--- src/rtl/alu_instr_encoder.sv ---
// RV32I OP/OP-IMM field-set to instruction-word encoder with burst address generation.
// Optional ENCODER_NOP_PAD_EN: pad every burst with NOPs up to MAX_WORDS before completing.
module alu_instr_encoder #(
  parameter int ADDR_W    = 8,
  parameter int MAX_WORDS = 16
) (
  input  logic              clk,
  input  logic              reset,
  input  logic              start,
  input  logic              finish,
  input  logic [ADDR_W-1:0] base_addr,
  input  logic              in_valid,
  output logic              in_ready,
  input  logic              in_isImm,
  input  logic [4:0]        in_rd,
  input  logic [4:0]        in_rs1,
  input  logic [4:0]        in_rs2,
  input  logic [2:0]        in_func3,
  input  logic              in_funcQual,
  input  logic [11:0]       in_imm,
  output logic              out_valid,
  input  logic              out_ready,
  output logic [31:0]       out_instr,
  output logic [ADDR_W-1:0] out_addr,
  output logic              busy,
  output logic              done,
  output logic              err,
  output logic [ADDR_W:0]   word_cnt
);

  typedef enum logic [1:0] {S_IDLE, S_RUN, S_DRAIN, S_DONE} state_t;

  localparam logic [ADDR_W:0] MAX_CNT = MAX_WORDS[ADDR_W:0];
  localparam logic [6:0]      OPC_OP  = 7'b0110011;
  localparam logic [6:0]      OPC_IMM = 7'b0010011;

  state_t              state_q, state_d;
  logic                out_valid_q, out_valid_d;
  logic [31:0]         out_instr_q, out_instr_d;
  logic [ADDR_W-1:0]   out_addr_q, out_addr_d;
  logic [ADDR_W-1:0]   addr_q, addr_d;
  logic [ADDR_W:0]     word_cnt_q, word_cnt_d;
  logic [ADDR_W:0]     acc_cnt_q, acc_cnt_d;
  logic                err_q, err_d;

  logic        is_shift, illegal, slot_free, out_fire, in_fire, in_ready_c;
  logic [31:0] enc;

  always_comb begin
    is_shift = (in_func3 == 3'b001) || (in_func3 == 3'b101);
    if (in_isImm) begin
      if (is_shift) begin
        illegal = (in_imm[11:5] != 7'd0) || ((in_func3 == 3'b001) && in_funcQual);
        enc     = {1'b0, in_funcQual, 5'b0, in_imm[4:0], in_rs1, in_func3, in_rd, OPC_IMM};
      end else begin
        illegal = in_funcQual;
        enc     = {in_imm, in_rs1, in_func3, in_rd, OPC_IMM};
      end
    end else begin
      illegal = in_funcQual && !((in_func3 == 3'b000) || (in_func3 == 3'b101));
      enc     = {1'b0, in_funcQual, 5'b0, in_rs2, in_rs1, in_func3, in_rd, OPC_OP};
    end
  end

  always_comb begin
    state_d     = state_q;
    out_valid_d = out_valid_q;
    out_instr_d = out_instr_q;
    out_addr_d  = out_addr_q;
    addr_d      = addr_q;
    word_cnt_d  = word_cnt_q;
    acc_cnt_d   = acc_cnt_q;
    err_d       = err_q;

    slot_free  = !out_valid_q || out_ready;
    out_fire   = out_valid_q && out_ready;
    in_ready_c = (state_q == S_RUN) && slot_free && (acc_cnt_q < MAX_CNT);
    in_fire    = in_valid && in_ready_c;

    if (out_fire) begin
      out_valid_d = 1'b0;
      word_cnt_d  = word_cnt_q + 1'b1;
    end

    case (state_q)
      S_IDLE, S_DONE: begin
        if (start) begin
          state_d    = S_RUN;
          addr_d     = base_addr;
          word_cnt_d = '0;
          acc_cnt_d  = '0;
          err_d      = 1'b0;
        end
      end
      S_RUN: begin
        if (in_fire) begin
          acc_cnt_d = acc_cnt_q + 1'b1;
          if (illegal) begin
            err_d = 1'b1;
          end else begin
            out_valid_d = 1'b1;
            out_instr_d = enc;
            out_addr_d  = addr_q;
            addr_d      = addr_q + 1'b1;
          end
        end
        if (finish || (in_fire && (acc_cnt_q + 1'b1 == MAX_CNT)))
          state_d = S_DRAIN;
      end
      S_DRAIN: begin
        if (slot_free) begin
`ifdef ENCODER_NOP_PAD_EN
          // Count the word still in the output register as already emitted.
          if (word_cnt_q + {{ADDR_W{1'b0}}, out_valid_q} < MAX_CNT) begin
            out_valid_d = 1'b1;
            out_instr_d = 32'h0000_0013;
            out_addr_d  = addr_q;
            addr_d      = addr_q + 1'b1;
          end else begin
            state_d = S_DONE;
          end
`else
          state_d = S_DONE;
`endif
        end
      end
      default: state_d = S_IDLE;
    endcase
  end

  always_ff @(posedge clk or posedge reset) begin
    if (reset) begin
      state_q     <= S_IDLE;
      out_valid_q <= 1'b0;
      out_instr_q <= '0;
      out_addr_q  <= '0;
      addr_q      <= '0;
      word_cnt_q  <= '0;
      acc_cnt_q   <= '0;
      err_q       <= 1'b0;
    end else begin
      state_q     <= state_d;
      out_valid_q <= out_valid_d;
      out_instr_q <= out_instr_d;
      out_addr_q  <= out_addr_d;
      addr_q      <= addr_d;
      word_cnt_q  <= word_cnt_d;
      acc_cnt_q   <= acc_cnt_d;
      err_q       <= err_d;
    end
  end

  assign in_ready  = in_ready_c;
  assign out_valid = out_valid_q;
  assign out_instr = out_instr_q;
  assign out_addr  = out_addr_q;
  assign word_cnt  = word_cnt_q;
  assign err       = err_q;
  assign done      = (state_q == S_DONE);
  assign busy      = (state_q == S_RUN) || (state_q == S_DRAIN);

endmodule

--- config.mk ---
export PLATFORM = sky130hd
export DESIGN_NAME = alu_instr_encoder
export DESIGN_NICKNAME = d
export VERILOG_FILES = /design/src/rtl/alu_instr_encoder.sv
export SDC_FILE = /design/constraint.sdc
export NUM_CORES = 1
export LEC_CHECK = 0
export BUFFER_PORTS_ARGS = -buffer_cell sky130_fd_sc_hd__buf_2
export CORE_MARGIN = 8
export CORE_UTILIZATION = 30
export DETAILED_ROUTE_END_ITERATION = 16
export SETUP_SLACK_MARGIN = 0.1
export SYNTH_ARGS = -nofsm -noshare
export SYNTH_HDL_FRONTEND = slang
export SYNTH_SLANG_ARGS = --single-unit
--- constraint.sdc ---
create_clock -name clk -period 5.5 [get_ports clk]
set_input_delay 1.1 -clock clk [delete_from_list [all_inputs] [get_ports clk]]
set_output_delay 1.1 -clock clk [all_outputs]
set_load 0.03 [all_outputs]
---- Yosys cells after proc, flatten, opt, wreduce, memory -nomap -nowiden ----
Index checks and enable logic that the tools add are counted.
cells by class
  add/subtract/negate cells ............... 3
  $lt $le $gt $ge ......................... 1
  equality and inequality tests ........... 12
  muxes and demuxes ....................... 26
  bitwise gates (word level) .............. 1
  reductions and logical operators ........ 25
operator list
  cell                                                 number
  two-way mux 32 bit                                   2
  two-way mux 9 bit                                    5
  two-way mux 8 bit                                    3
  adder 9 x 1 -> 9 bit (second input constant)         2
  case mux 9 bit (2 select lines)                      1
  case mux 8 bit (2 select lines)                      1
  != test 2 bit (second input constant)                5
  == test 9 x 5 -> 1 bit (second input constant)       1
  < comparator 9 x 5 -> 1 bit (second input constant)  1
  two-way mux 1 bit                                    9
  AND reduction 3 bit                                  3
  adder 8 x 1 -> 8 bit (second input constant)         1
  AND reduction 4 bit                                  2
  logical AND 1 bit                                    7
  nonzero test 7 bit                                   1
  logical OR 1 bit                                     6
  two-way mux 2 bit                                    3
  case mux 2 bit (3 select lines)                      1
  == test 2 bit (second input constant)                2
  == test 3 x 1 -> 1 bit (second input constant)       1
  == test 3 bit (second input constant)                1
  zero test 3 bit                                      1
  == test 2 x 1 -> 1 bit (second input constant)       1
  zero test 1 bit                                      2
  other kinds (6)                                      6
word-level totals
  register bits ........................... 70
  bits of input ports ..................... 46
  output and inout bits ................... 54
  logic and storage cells ................. 76

---- Logic depth before layout (Yosys ltp) ----
Gate-level depths: netlist of the first run.
  word-level depth ........................ 9
  mapped depth ............................ 8
  gate-level depth less buffers ........... 7

---- Worst setup path before layout of the first run ----
OpenSTA, ideal clock, no wires.
  path kind ............................... input to output
  start ................................... input out_ready
  end ..................................... output in_ready
  data arrival time ....................... 1.578 ns
  setup slack ............................. 2.822 ns
  stages .................................. 2
  path through ............................ nand2b_1 -> and3_1
between the ends
  longest elaborated chain between the ends .. 3
RTL lines
  item                             RTL line  text
  start, declared                  22        input logic out_ready,
  logical OR 1 bit                 75        slot_free = !out_valid_q || out_ready;
  logical AND 1 bit (2 in series)  77        in_ready_c = (state_q == S_RUN) && slot_free && (acc_cnt_q < MAX_CNT);
  end, declared                    13        output logic in_ready,
Every way passes these cells.

---- Worst setup path after layout of the first run ----
  start ................................... register state_q[1]
  end ..................................... output in_ready
between the ends
  longest elaborated chain between the ends .. 3
RTL lines
  item                             RTL line  text
  start, declared                  37        state_t state_q, state_d;
  start signal, assigned           142       state_q <= state_d;
  == test 2 x 1 -> 1 bit           77
  logical AND 1 bit (2 in series)  77
Every way passes these cells.

==> results of run 1 <==
## area by class of cell
type / count / area, sq um / share of cell area (%)
Timing Repair Buffer: 97 / 488 / 12.6
Multi-Input combinational cell: 240 / 1350 / 34.8
Tap cell: 136 / 170 / 4.39
Sequential cell: 65 / 1630 / 41.9
Clock buffer: 10 / 138 / 3.55
Clock inverter: 6 / 67.6 / 1.74
Inverter: 10 / 37.5 / 0.968
## metrics by stage
step / total power, mW / cell area [sq um] / util [%] / instances
detailed placement: 1.78 / 3670 / 36.1 / 548
global placement: 1.76 / 3670 / 36.1 / 548
finish: 2.17 / 3880 / 38.1 / 564
floorplan: 1.49 / 3120 / - / 334
CTS: 2.20 / 3880 / 38.1 / 564
global route: 2.33 / 3880 / 38.1 / 564
## kinds of logic (layout without fill, tap and decap cells)
group | Yosys count | after routing | synth area share [%]
AO/OA/AOI/OAI | 58 | 58 | 12.6
multiplexers | 8 | 8 | 2.58
flip-flops | 65 | 65 | 52.3
buffers and inverters | 29 | 123 | 4.47
adder cells (fa/ha/maj) | 6 | 6 | 2.41
XOR/XNOR | 9 | 9 | 2.54
AND/OR/NAND/NOR | 156 | 156 | 23.0
other | 1 | 3 | 0.121
## power by group
part / total (mW) / internal, mW / switching [mW]
Clock: 0.411 / 0.222 / 0.189
Combinational: 0.986 / 0.305 / 0.681
Sequential: 0.774 / 0.648 / 0.126
## layout by cell type (no fill, tap or decap), drive strengths merged, types with 4 or more instances in the layout
master  netlist  routed
a21oi         9       9
buf          10      97
clkbuf        9      10
dfrtp        65      65
ha            6       6
inv          10      10
mux2i         8       8
nand2        95      95
nand3        10      10
nand4         4       4
nor2         19      19
nor2b         7       7
o21ai        24      24
o22ai         4       4
xor2          8       8
## worst min-delay path by stage
stage                                      to  cells past startpoint  slack (ns)                       from
floorplan            acc_cnt_q[8]$_DFFE_PP0P_                      1        0.47   acc_cnt_q[8]$_DFFE_PP0P_
global placement    out_instr[19]$_DFFE_PP0P_                      2        0.45  out_instr[19]$_DFFE_PP0P_
detailed placement  out_instr[12]$_DFFE_PP0P_                      2        0.46  out_instr[12]$_DFFE_PP0P_
CTS                 out_instr[12]$_DFFE_PP0P_                      2        0.48  out_instr[12]$_DFFE_PP0P_
global route          out_addr[4]$_DFFE_PP0P_                      2        0.51    out_addr[4]$_DFFE_PP0P_
finish              out_instr[12]$_DFFE_PP0P_                      2        0.47  out_instr[12]$_DFFE_PP0P_
## state kept, by name, summed over array words and instances (netlist names)
name / count
acc_cnt_q: 9
addr_q: 8
err: 1
out_addr: 8
out_instr: 27
out_valid: 1
state_q: 2
word_cnt: 9
## critical path: stages (launching register included)
cell and delay (ns):
dfrtp_1 0.40, inv_1 0.09, ha_1 0.62, nor4b_1 0.37, and3_1 0.21, buf_2 0.20
## per-layer routing
metal / up-vias / global-route usage (%) / share of wire [%]
met5: - / 0 / 0
met1: 1247 / 15.3 / 47
met4: 0 / 4.08 / 1.2
li1: 1307 / - / -
met3: 11 / 4.70 / 7.6
met2: 79 / 18.1 / 44
==> impl_metrics.json, run 1 <==
{
  "antenna_left": 0,
  "ys_seq_area_share_pct": 52.3,
  "post_cts_resized": 0,
  "yosysMostFrequentCell": "nand2_1",
  "vias_per_cell": 4.69,
  "antenna_found_initial": 0,
  "cts_setup_buffers": 0,
  "grt_util_all_layers_pct": 12.0,
  "n_antenna_cell": 0,
  "ys_seq_elements": 65,
  "cp.required_ns": 4.40,
  "grt_start_max_net_pins": 66,
  "worst_pin_slew_ns": 0.998,
  "min_period_ns": 3.32,
  "num_rows": 37,
  "power_density_mw_per_mm2": 560,
  "die_w_um": 118,
  "syn_avg_cell_area_sq_um": 9.37,
  "r2r_start": "state_q[1]$_DFFE_PP0P_",
  "r2r_slack_ns": 2.36,
  "relSlewSlack_pct": 33.0,
  "synthFlopType": "dfrtp_1",
  "synth-async-reset-ratio_pct": 100,
  "path_max_fanout": 21,
  "fp.dieH_um": 118,
  "die_area_sq_mm": 0.0139,
  "tns_ns": 0,
  "max_freq_ghz": 0.301,
  "synth_cell_types": 51,
  "cp-start-kind": "register",
  "clockRootBuffer": "clkbuf_8",
  "crit_path_start": "state_q[1]$_DFFE_PP0P_",
  "fin_skew_ns": 0.0134,
  "hold_ws_ns": 0.473,
  "dp_hpwl_um": 5970,
  "wl_per_cell_um": 14.3,
  "drtPass1Iterations": 4,
  "rsz0062_at_grt": "false",
  "cp-end-kind": "output port",
  "critical_path_arrival_ns": 2.22,
  "drc": 0,
  "setup_viol": 0,
  "ctsHoldBuffers": 0,
  "ff2ff_path_depth": 7,
  "setup.worst_path.class": "register to output port",
  "cts_buffers": 9,
  "peakVddDrop_mv": 0.199,
  "synth_top_area_cell": "dfrtp_1",
  "drt-total-wl_um": 8090,
  "rr_endpoint": "addr_q[7]$_DFFE_PP0P_",
  "layout_setup_ws_ns": 2.18,
  "h-tree-depth": 3,
  "place_congestion": 0.758,
  "grt_pass1_wl_um": 13700,
  "pre_cts_ws_ns": 2.18,
  "syn_to_final_growth_pct": 24.7,
  "fin_crit_sh_pct": 60.4,
  "synth_top_area_share_pct": 52.3,
  "drive_above_1_share_pct": 28.5,
  "cts_buffer_depth": 2,
  "n_fill_cell": 1044,
  "yosysWarningCount": 0,
  "port_buffers": 96,
  "cts_sinks": 65,
  "maxCapViolCount": 0,
  "path_clk_slew_ns": 0.07,
  "num_vias": 2644,
  "synth_edf_count": 0,
  "cts_tree": "yes",
  "drt_iter0_markers": 182,
  "p_leak_nw": 1.99,
  "syn_area_sq_mm": 0.00311,
  "core-area_sq_mm": 0.0102,
  "grt.overflow.total": 0,
  "drv_slew": 0,
  "yosys-top-cells-area": "dfrtp_1 (52%), nand2_1 (11%), o21ai_0 (3.5%)",
  "synth_cells": 332,
  "grt_pass1_vias": 2672,
  "status": "finished clean",
  "synthTopCellsByCount": "nand2_1 (95), dfrtp_1 (65), o21ai_0 (22)",
  "final-hold-violation-count": 0,
  "start_util_pct": 30.5,
  "ioPinCount": 100,
  "insertion_delay_ns": 0.34,
  "worstHoldPathType": "register to register",
  "nets": 475,
  "critPathCapture": "in_ready"
}
(Power assumes the default switching activity.)
==> run 2, diff against run 1 <==
Settings changed: ABC_AREA from default to 1.
Clock period 5.5 ns to 3.2 ns, I/O delays scaled along.
==> run 2 against run 1 <==
Critical path depth is 3 higher. Register-to-register slack lost 1.3 ns. Routed wire length up 2.4%. Sequential cell count did not move. Clock skew fell by 0.0020 ns. Die area increased by 2.7%. Sequential share of layout area shrank 0.77 points. Critical endpoint unchanged. Largest cell class unchanged.
==> impl_metrics.json, run 2 <==
{
  "ff2ff_path_depth": 10,
  "grt.overflow.total": 0,
  "port_buffers": 96,
  "synth_top_area_cell": "dfrtp_1",
  "cp-end-kind": "output port",
  "synth-async-reset-ratio_pct": 100,
  "p_leak_nw": 2.18,
  "ioPinCount": 100,
  "dp_hpwl_um": 6270,
  "worstHoldPathType": "input port to async pin",
  "setup.worst_path.class": "register to output port",
  "die_area_sq_mm": 0.0143,
  "fp.dieH_um": 119,
  "nets": 544,
  "yosysWarningCount": 0,
  "r2r_slack_ns": 1.05,
  "final_common_cell": "nand2_1",
  "final-hold-violation-count": 0,
  "pwr-share-comb_pct": 46.8,
  "die_w_um": 119,
  "intPower_mw": 2.00,
  "clockRootBuffer": "clkbuf_8",
  "path_max_fanout": 15,
  "ys_seq_elements": 65,
  "maxCapViolCount": 0,
  "cp-start-kind": "register",
  "post_cts_resized": 0,
  "grt_pass1_wl_um": 13600,
  "power_density_mw_per_mm2": 963,
  "wl_per_cell_um": 13.1,
  "n_fill_cell": 1102,
  "drv_slew": 0,
  "drtPass1Iterations": 4,
  "antenna_found_initial": 0,
  "start_util_pct": 30.9,
  "place_congestion": 0.844,
  "vias_per_cell": 4.47,
  "cts_buffer_depth": 2,
  "dpl_cell_area_sq_mm": 0.00376,
  "syn_avg_cell_area_sq_um": 8.08,
  "max_freq_ghz": 0.378,
  "ys_seq_area_share_pct": 50.7,
  "cts_sinks": 65,
  "p_clk_share_pct": 17.8,
  "syn_area_sq_mm": 0.00321,
  "fin_crit_sh_pct": 82.7,
  "num_rows": 37,
  "drt_iter0_markers": 246,
  "h-tree-depth": 3,
  "cp.required_ns": 2.56,
  "drive_above_1_share_pct": 25.2,
  "tns_ns": 0,
  "insertion_delay_ns": 0.34,
  "n_antenna_cell": 0,
  "min_period_ns": 2.65,
  "fin_skew_ns": 0.0114,
  "synthFlopType": "dfrtp_1",
  "rr_endpoint": "out_instr[26]$_DFFE_PP0P_",
  "grt_util_all_layers_pct": 11.8,
  "ctsHoldBuffers": 0,
  "synth_edf_count": 0,
  "synth_cell_types": 29,
  "cts_tree": "yes",
  "r2r_start": "state_q[1]$_DFFE_PP0P_",
  "drt-total-wl_um": 8290,
  "grt_pass1_vias": 2789,
  "synth_cells": 397,
  "peakVddDrop_mv": 0.272,
  "synth_top_area_share_pct": 50.7,
  "drc": 0,
  "worst_pin_slew_ns": 0.775,
  "final_cell_mix": "nand2_1 (129), buf_2 (96), dfrtp_1 (65)",
  "critical_path_arrival_ns": 2.01,
  "swShare_pct": 47.5,
  "core-area_sq_mm": 0.0104,
  "p_seq_share_pct": 35.4,
  "cts_setup_buffers": 0,
  "yosys-top-cells-area": "dfrtp_1 (51%), nand2_1 (15%), nand3_1 (7.6%)",
  "cts_buffers": 9,
  "switching_power_mw": 1.81,
  "synthTopCellsByCount": "nand2_1 (129), dfrtp_1 (65), nand3_1 (49)",
  "antenna_left": 0,
  "rsz0062_at_grt": "false",
  "syn_to_final_growth_pct": 23.2,
  "relSlewSlack_pct": 48.2,
  "grt_start_max_net_pins": 54,
  "largest_reg_flops": 27,
  "num_vias": 2831,
  "finalInstanceArea_sq_mm": 0.00395,
  "status": "finished clean",
  "yosysMostFrequentCell": "nand2_1",
  "setup_viol": 0,
  "path_clk_slew_ns": 0.08
}
[run 2: layout make-up]
class,count,area [sq um],share of cell area (%)
inverters,35,131,3.32
clock inverters,5,56.3,1.42
flip-flops and latches,65,1630,41.2
clock buffers,11,131,3.32
multi-input cells,282,1330,33.7
repair buffers,99,503,12.7
well taps,136,170,4.31
[run 2: critical path: stages, from the launching register on]
cell	delay, ns
dfrtp_1	0.42
inv_1	0.07
ha_1	0.17
buf_4	0.20
inv_1	0.22
nor2_1	0.14
nand2_1	0.06
nor2_1	0.15
buf_2	0.23
[run 2: logic make-up (layout without fill, tap and decap cells)]
family          after synthesis  in the layout  share of synthesized area, %
simple gates                221            221                          29.1
flops                        65             65                          50.7
buf+inv                      52            150                          7.96
compound gates               43             43                          7.10
fa+ha+maj                     6              6                          2.34
mux                           5              5                          1.56
xor+xnor                      4              4                          1.09
other cells                   1              3                         0.117
[run 2: stage by stage]
stage	hold slack [ns]	setup slack (ns)	utilization [%]	power [mW]	std cells
after detailed placement	0.458	0.884	36.3	3.17	617
after floorplan	0.473	0.934	-	2.66	399
final	0.435	0.555	38.1	3.80	633
after global placement	0.454	0.895	36.3	3.14	617
after global routing	0.496	0.348	38.1	4.10	633
after CTS	0.459	0.500	38.1	3.86	633
[run 2: how the worst max path moves through the flow]
stage               cells past startpoint                   start                        to
floorplan                               1                   reset  acc_cnt_q[0]$_DFFE_PP0P_
global placement                        8  state_q[1]$_DFFE_PP0P_                  in_ready
detailed placement                      8  state_q[1]$_DFFE_PP0P_                  in_ready
CTS                                     8  state_q[1]$_DFFE_PP0P_                  in_ready
global route                            8  state_q[1]$_DFFE_PP0P_                  in_ready
finish                                  8  state_q[1]$_DFFE_PP0P_                  in_ready
[run 2: power groups by stage]
stage          clock, mW  sequential, mW  combinational [mW]
2_1_floorplan          0            1.75               0.913
3_3_place_gp           0            1.35                1.79
6_report           0.677            1.35                1.78
5_1_grt            0.741            1.39                1.97
4_1_cts            0.695            1.35                1.81
3_5_place_dp           0            1.36                1.81
[run 2: routing by layer]
metal | routed length (um) | share of wire (%) | vias up | global-route usage, %
li1 | - | - | 1447 | -
met1 | 3660 | 44 | 1321 | 13.9
met2 | 4080 | 49 | 54 | 19.8
met3 | 426 | 5.1 | 9 | 3.54
met4 | 116 | 1.4 | 0 | 4.68
met5 | 0 | 0 | - | 0
